**config.mk**
```make
export PLATFORM = sky130hd
export DESIGN_NAME = rotor_angle_integrator
export DESIGN_NICKNAME = d
export VERILOG_FILES = /design/src/rtl/rotor_angle_integrator.sv
export SDC_FILE = /design/constraint.sdc
export NUM_CORES = 2
export LEC_CHECK = 0
export CORE_MARGIN = 4
export CORE_UTILIZATION = 30
export DETAILED_ROUTE_END_ITERATION = 12
export PLACE_DENSITY = 0.46
export SETUP_SLACK_MARGIN = 0.05
export SYNTH_ARGS = -nofsm -noshare
export SYNTH_HDL_FRONTEND = slang
export SYNTH_SLANG_ARGS = --single-unit
```
**constraint.sdc**
```tcl
create_clock -name clk -period 8.95 [get_ports clk]
set_input_delay 2.2375 -clock clk [delete_from_list [all_inputs] [get_ports clk]]
set_output_delay 2.2375 -clock clk [all_outputs]
set_load 0.005 [all_outputs]
```
**src/rtl/rotor_angle_integrator.sv**
```systemverilog
`default_nettype none
// ============================================================================
// Module      : rotor_angle_integrator
// Description : Multi-channel sign-magnitude Q-format integrator. Each sample
//               is scaled by gain, then added to the selected channel's
//               accumulator. The result either saturates or wraps at limit.
//               A clear request zeroes every channel, one channel per cycle.
// Revision    : 1.0 - initial release
// ============================================================================
module rotor_angle_integrator #(
    parameter int N    = 24,
    parameter int Q    = 12,
    parameter int CH   = 4,
    parameter int WRAP = 0
) (
    input  logic                    clk,
    input  logic                    reset,
    input  logic                    in_valid,
    output logic                    in_ready,
    input  logic [$clog2(CH)-1:0]   in_ch,
    input  logic [N-1:0]            in_data,
    input  logic [N-1:0]            gain,
    input  logic [N-2:0]            limit,
    input  logic                    clear,
    output logic                    out_valid,
    output logic [$clog2(CH)-1:0]   out_ch,
    output logic [N-1:0]            out_data,
    output logic                    sat_flag
);

    localparam int   M       = N - 1;
    localparam int   CW      = $clog2(CH);
    localparam logic WRAP_EN = (WRAP != 0);

    typedef enum logic [0:0] {
        ST_RUN   = 1'b0,
        ST_CLEAR = 1'b1
    } state_t;

    state_t          state_q, state_d;
    logic [CW-1:0]   idx_q, idx_d;
    logic            flush;
    logic            accept;

    // Input capture stage
    logic            s0_valid_q;
    logic [CW-1:0]   s0_ch_q;
    logic [N-1:0]    s0_data_q;
    logic [N-1:0]    s0_gain_q;

    // Product stage
    logic            s1_valid_q;
    logic [CW-1:0]   s1_ch_q;
    logic [M-1:0]    s1_mag_q;
    logic            s1_sign_q;
    logic            s1_sat_q;

    logic [N-1:0]    acc_q [CH];

    logic [2*M-1:0]  prod_full;
    logic [2*M-1:0]  prod_shift;
    logic            prod_ovf;
    logic [M-1:0]    prod_mag;
    logic            prod_sign;

    logic [N-1:0]    acc_rd;
    logic [N-1:0]    raw_sum;
    logic [N-1:0]    lim_n;
    logic [N-1:0]    twolim;
    logic [N-1:0]    wrap_n;
    logic            res_sign;
    logic [M-1:0]    res_mag;
    logic            res_sat;

    // FSM next-state: RUN accepts samples, CLEAR sweeps accumulators to zero
    always_comb begin
        state_d  = state_q;
        idx_d    = idx_q;
        in_ready = (state_q == ST_RUN);
        flush    = 1'b0;
        case (state_q)
            ST_RUN: begin
                if (clear) begin
                    state_d = ST_CLEAR;
                    idx_d   = '0;
                    flush   = 1'b1;
                end
            end
            ST_CLEAR: begin
                if (idx_q == CW'(CH - 1)) begin
                    state_d = ST_RUN;
                    idx_d   = '0;
                end else begin
                    idx_d = idx_q + 1'b1;
                end
            end
            default: begin
                state_d = ST_RUN;
                idx_d   = '0;
            end
        endcase
    end

    // A clear request wins over a same-cycle sample
    assign accept = in_valid && in_ready && !clear;

    // FSM state and sweep index registers
    always_ff @(posedge clk) begin
        if (!reset) begin
            state_q <= ST_RUN;
            idx_q   <= '0;
        end else begin
            state_q <= state_d;
            idx_q   <= idx_d;
        end
    end

    // Capture accepted sample and its gain
    always_ff @(posedge clk) begin
        if (!reset) begin
            s0_valid_q <= 1'b0;
            s0_ch_q    <= '0;
            s0_data_q  <= '0;
            s0_gain_q  <= '0;
        end else begin
            s0_valid_q <= accept;
            if (accept) begin
                s0_ch_q   <= in_ch;
                s0_data_q <= in_data;
                s0_gain_q <= gain;
            end
        end
    end

    // Scaled product: magnitudes multiplied, realigned by Q, saturated to M bits
    always_comb begin
        prod_full  = (2*M)'(s0_data_q[M-1:0]) * (2*M)'(s0_gain_q[M-1:0]);
        prod_shift = prod_full >> Q;
        prod_ovf   = |prod_shift[2*M-1:M];
        prod_mag   = prod_ovf ? {M{1'b1}} : prod_shift[M-1:0];
        prod_sign  = (s0_data_q[N-1] ^ s0_gain_q[N-1]) && (prod_mag != '0);
    end

    // Product stage register
    always_ff @(posedge clk) begin
        if (!reset) begin
            s1_valid_q <= 1'b0;
            s1_ch_q    <= '0;
            s1_mag_q   <= '0;
            s1_sign_q  <= 1'b0;
            s1_sat_q   <= 1'b0;
        end else begin
            s1_valid_q <= s0_valid_q && !flush;
            s1_ch_q    <= s0_ch_q;
            s1_mag_q   <= prod_mag;
            s1_sign_q  <= prod_sign;
            s1_sat_q   <= prod_ovf;
        end
    end

    // Sign-magnitude add against the live accumulator, then limit handling.
    // The accumulator is read here, so a back-to-back sample to the same
    // channel always sees the value written on the previous edge.
    always_comb begin
        acc_rd   = acc_q[s1_ch_q];
        lim_n    = {1'b0, limit};
        twolim   = {limit, 1'b0};
        res_sat  = s1_sat_q;
        if (acc_rd[N-1] == s1_sign_q) begin
            raw_sum  = {1'b0, acc_rd[M-1:0]} + {1'b0, s1_mag_q};
            res_sign = acc_rd[N-1];
        end else if (acc_rd[M-1:0] >= s1_mag_q) begin
            raw_sum  = {1'b0, acc_rd[M-1:0] - s1_mag_q};
            res_sign = acc_rd[N-1];
        end else begin
            raw_sum  = {1'b0, s1_mag_q - acc_rd[M-1:0]};
            res_sign = s1_sign_q;
        end
        wrap_n = twolim - raw_sum;
        // raw_sum carries the add carry in its top bit, so a carry always
        // compares above limit
        if (raw_sum > lim_n) begin
            if (WRAP_EN && (raw_sum <= twolim)) begin
                res_mag  = wrap_n[M-1:0];
                res_sign = !res_sign;
            end else begin
                res_mag  = limit;
                res_sat  = 1'b1;
            end
        end else begin
            res_mag = raw_sum[M-1:0];
        end
        if (res_mag == '0) begin
            res_sign = 1'b0;
        end
    end

    // Accumulator bank: sweep-clear in CLEAR, write-back of stage-2 result in RUN
    always_ff @(posedge clk) begin
        if (!reset) begin
            for (int i = 0; i < CH; i++) begin
                acc_q[i] <= '0;
            end
        end else if (state_q == ST_CLEAR) begin
            acc_q[idx_q] <= '0;
        end else if (s1_valid_q && !flush) begin
            acc_q[s1_ch_q] <= {res_sign, res_mag};
        end
    end

    // Output register: all fields zero unless a stage-2 result is presented
    always_ff @(posedge clk) begin
        if (!reset || flush || !s1_valid_q) begin
            out_valid <= 1'b0;
            out_ch    <= '0;
            out_data  <= '0;
            sat_flag  <= 1'b0;
        end else begin
            out_valid <= 1'b1;
            out_ch    <= s1_ch_q;
            out_data  <= {res_sign, res_mag};
            sat_flag  <= res_sat;
        end
    end

endmodule
`default_nettype wire

```
==> flow_summary.ini <==
[floorplanning]
die_height_um = 322
die_area_um2 = 104000
rows = 114
io_pins = 106
fp.dieW_um = 322
coreArea_um2 = 97300
initial_core_util_pct = 30.4

[power]
ir_worst_vdd_v = 0.000134
switching_share_pct = 41.9
power_switching_mw = 1.60
p_clk_share_pct = 27.3
p_per_area_nw_per_um2 = 116
leakage_nw = 15.4
power_frac_comb_pct = 43.3
p_int_mw = 2.23
sequentialPowerShare_pct = 29.4

[layout]
drive_above_1_share_pct = 5.74
multi_input_area_um2 = 21600
fillers = 10300
nNetsFinal = 4141
regArea_um2 = 5090
fin_cells = 4660
area_growth_pct = 11.6

[synthesis]
ys_seq_area_share_pct = 17.2
synth_area_um2 = 29600
synth_ff_type = dfxtp_1
yosys.cell_types.count = 79
ys_ff_latch = 206
ys_warn_count = 0
synth_nets = 4107
postSynthCellCount = 3329
synth-async-reset-ratio_pct = 0
synth.avg_cell_area_um2 = 8.89
synth_edf_count = 96

[clock_tree]
cts-buffers-inserted = 26
h-tree-depth = 1
hold_buffers = 0
cts_root_buffer = clkbuf_16
cts_tree = built
clock-sinks = 206
clk_latency_ps = 570
cts_setup_buffers = 0
clkTransAtPathRegs_ps = 60
cts_max_path_buffers = 3
cts_resized = 0

[worst_setup_path]
arrival_ps = 8810
start_kind = flip-flop
crit_path_end = s1_sign_q
startpoint = s0_data_q[10]
required_ps = 9400
end_kind = flip-flop
r2r_start = s0_data_q[10]
timing.rr.end = s1_sign_q
crit_type = flip-flop to flip-flop
worst-path-max-fanout = 25
ff2ff_setup_slack_ps = 600
rr_worst_depth = 25

[place]
io_buffers = 105
hpwl_um = 73000
place_inst = 4611
globalplace.congestion = 0.856
dp_slack_ps = 641

[global_routing]
met3_usage_pct = 2.48
grt_busiest_layer = met2
grt_util_met2_pct = 27.7
gr-usage-met1_pct = 25.0
grt.total_usage_pct = 17.4
grt_pass1_vias = 23800
grt_pass1_wl_um = 142000
grt_max_degree = 87
antenna_found_initial = 1
grt-ovfl-total = 0

[timing]
hold_viol_final = 0
max_freq_ghz = 0.120
finClkSkew_ps = 13.9
tightest_slew_ps = 1100
period_needed_ps = 8350
slew_viol_final = 0
setup_ws_ps = 597
rsz0062_at_grt = no
fin_crit_sh_pct = 93.3
finalSetupViolCount = 0
slew_headroom_pct = 26.9
timing.setup.tns_ps = 0

[route]
wl_um = 89200
drc = 0
vias_per_cell = 4.81
wire_per_inst_um = 19.1
vias = 22400
drtIter0Drc = 1396
dr.pass1.iters = 5
ant_nets = 0

[run]
maxCapViolCount = 0

[outcome]
outcome = completed

[worst_hold_path]
hold_class = flip-flop to flip-flop
-- worst min-delay path by stage --
| stage | startpoint | end | depth (start not counted) |
|---|---|---|---|
| 2_1_floorplan | s1_sat_q | sat_flag | 2 |
| 3_3_place_gp | s0_valid_q | s1_valid_q | 1 |
| 3_5_place_dp | s0_ch_q[0] | s1_ch_q[0] | 1 |
| 4_1_cts | s0_ch_q[0] | s1_ch_q[0] | 1 |
| 5_1_grt | s0_valid_q | s1_valid_q | 1 |
| 6_report | s0_ch_q[0] | s1_ch_q[0] | 1 |
-- power by group through the flow --
stage	Combinational (mW)	Clock [mW]	Sequential, mW
2_1_floorplan	1.10	0	1.09
3_3_place_gp	1.66	0	1.15
3_5_place_dp	1.65	0	1.15
4_1_cts	1.67	1.09	1.13
5_1_grt	1.84	1.12	1.14
6_report	1.66	1.05	1.13
-- worst max-delay path, cell delays in order, from the launching register on --
cell	delay [ps]
dfxtp_1	700
buf_4	360
nand2_1	110
fa_1	490
fa_1	540
inv_1	50
fa_1	480
fa_1	590
fa_1	440
fa_1	500
inv_1	60
fa_1	470
inv_1	40
ha_1	330
and3_1	200
nand2_1	100
nor2_1	200
a31oi_1	220
a2111oi_2	660
o2111ai_1	280
nand4b_1	160
o2111ai_1	110
a2111oi_0	400
nand3_1	120
buf_4	230
o311a_1	360
-- sequential cells by signal, summed over array words and instances (netlist names) --
signal / cells
s1_sat_q: 1
s1_sign_q: 1
out_ch: 2
s0_data_q: 24
s1_valid_q: 1
s0_valid_q: 1
idx_q: 2
out_data: 24
s1_ch_q: 2
s0_ch_q: 2
s0_gain_q: 24
s1_mag_q: 23
sat_flag: 1
out_valid: 1
acc_q: 96
state_q: 1
-- layout by cell type, fill, tap and decap left out, types with 51 or more instances in the layout --
cell type	count
clkdlybuf4s50_1	104
buf_4	81
edfxtp_1	96
and2_1	276
fa_1	440
nand2_1	438
inv_1	599
nor2_1	189
ha_1	261
dfxtp_1	107
a21oi_1	119
o21ai_0	51
-- per-layer routing --
layer,vias to the layer above,wire length (um)
li1,10600,-
met1,11200,42800
met2,494,39700
met3,90,4300
met4,2,2370
met5,-,16
-- final cells by class --
cell class | instances | area share (%)
clock buffers | 35 | 2.23
flip-flops and latches | 206 | 15.4
multi-input cells | 2342 | 65.3
diodes | 2 | 0.0152
clock inverters | 12 | 0.341
inverters | 600 | 6.82
well taps | 1276 | 4.83
repair buffers | 187 | 5.07
-- cell families (layout without fill, tap and decap cells) --
family          after synthesis  count (layout)  synth area share (%)
compound gates              469             469                  10.8
xor+xnor                     47              47                  1.39
fa+ha+maj                   701             701                  40.8
buf+inv                     781             834                  10.0
flops                       206             206                  17.2
mux                          28              28                  1.97
other cells                   0               2                     0
simple gates               1097            1097                  17.8
-- metrics by stage --
stage          hold slack [ps]  power, mW  instance area, um2  utilization (%)
2_1_floorplan              416       2.19               29600                -
3_3_place_gp               443       2.81               32200             33.1
3_5_place_dp               445       2.80               32200             33.1
4_1_cts                    461       3.88               33000             33.9
5_1_grt                    495       4.09               33000             33.9
6_report                   455       3.83               33000             34.0
-- cell usage after synthesis, types with 43 or more instances --
| cell type | n | area (um2) |
|---|---|---|
| clkbuf_1 | 156 | 586 |
| inv_1 | 599 | 2250 |
| a21boi_0 | 50 | 375 |
| o21ai_0 | 51 | 255 |
| a21oi_1 | 120 | 601 |
| fa_1 | 440 | 8810 |
| and2_1 | 277 | 1730 |
| edfxtp_1 | 96 | 2880 |
| ha_1 | 261 | 3270 |
| a21o_1 | 43 | 323 |
| nand2_1 | 439 | 1650 |
| nor2_1 | 189 | 709 |
| dfxtp_1 | 110 | 2200 |
No activity file was read; power rests on OpenSTA's default activity.
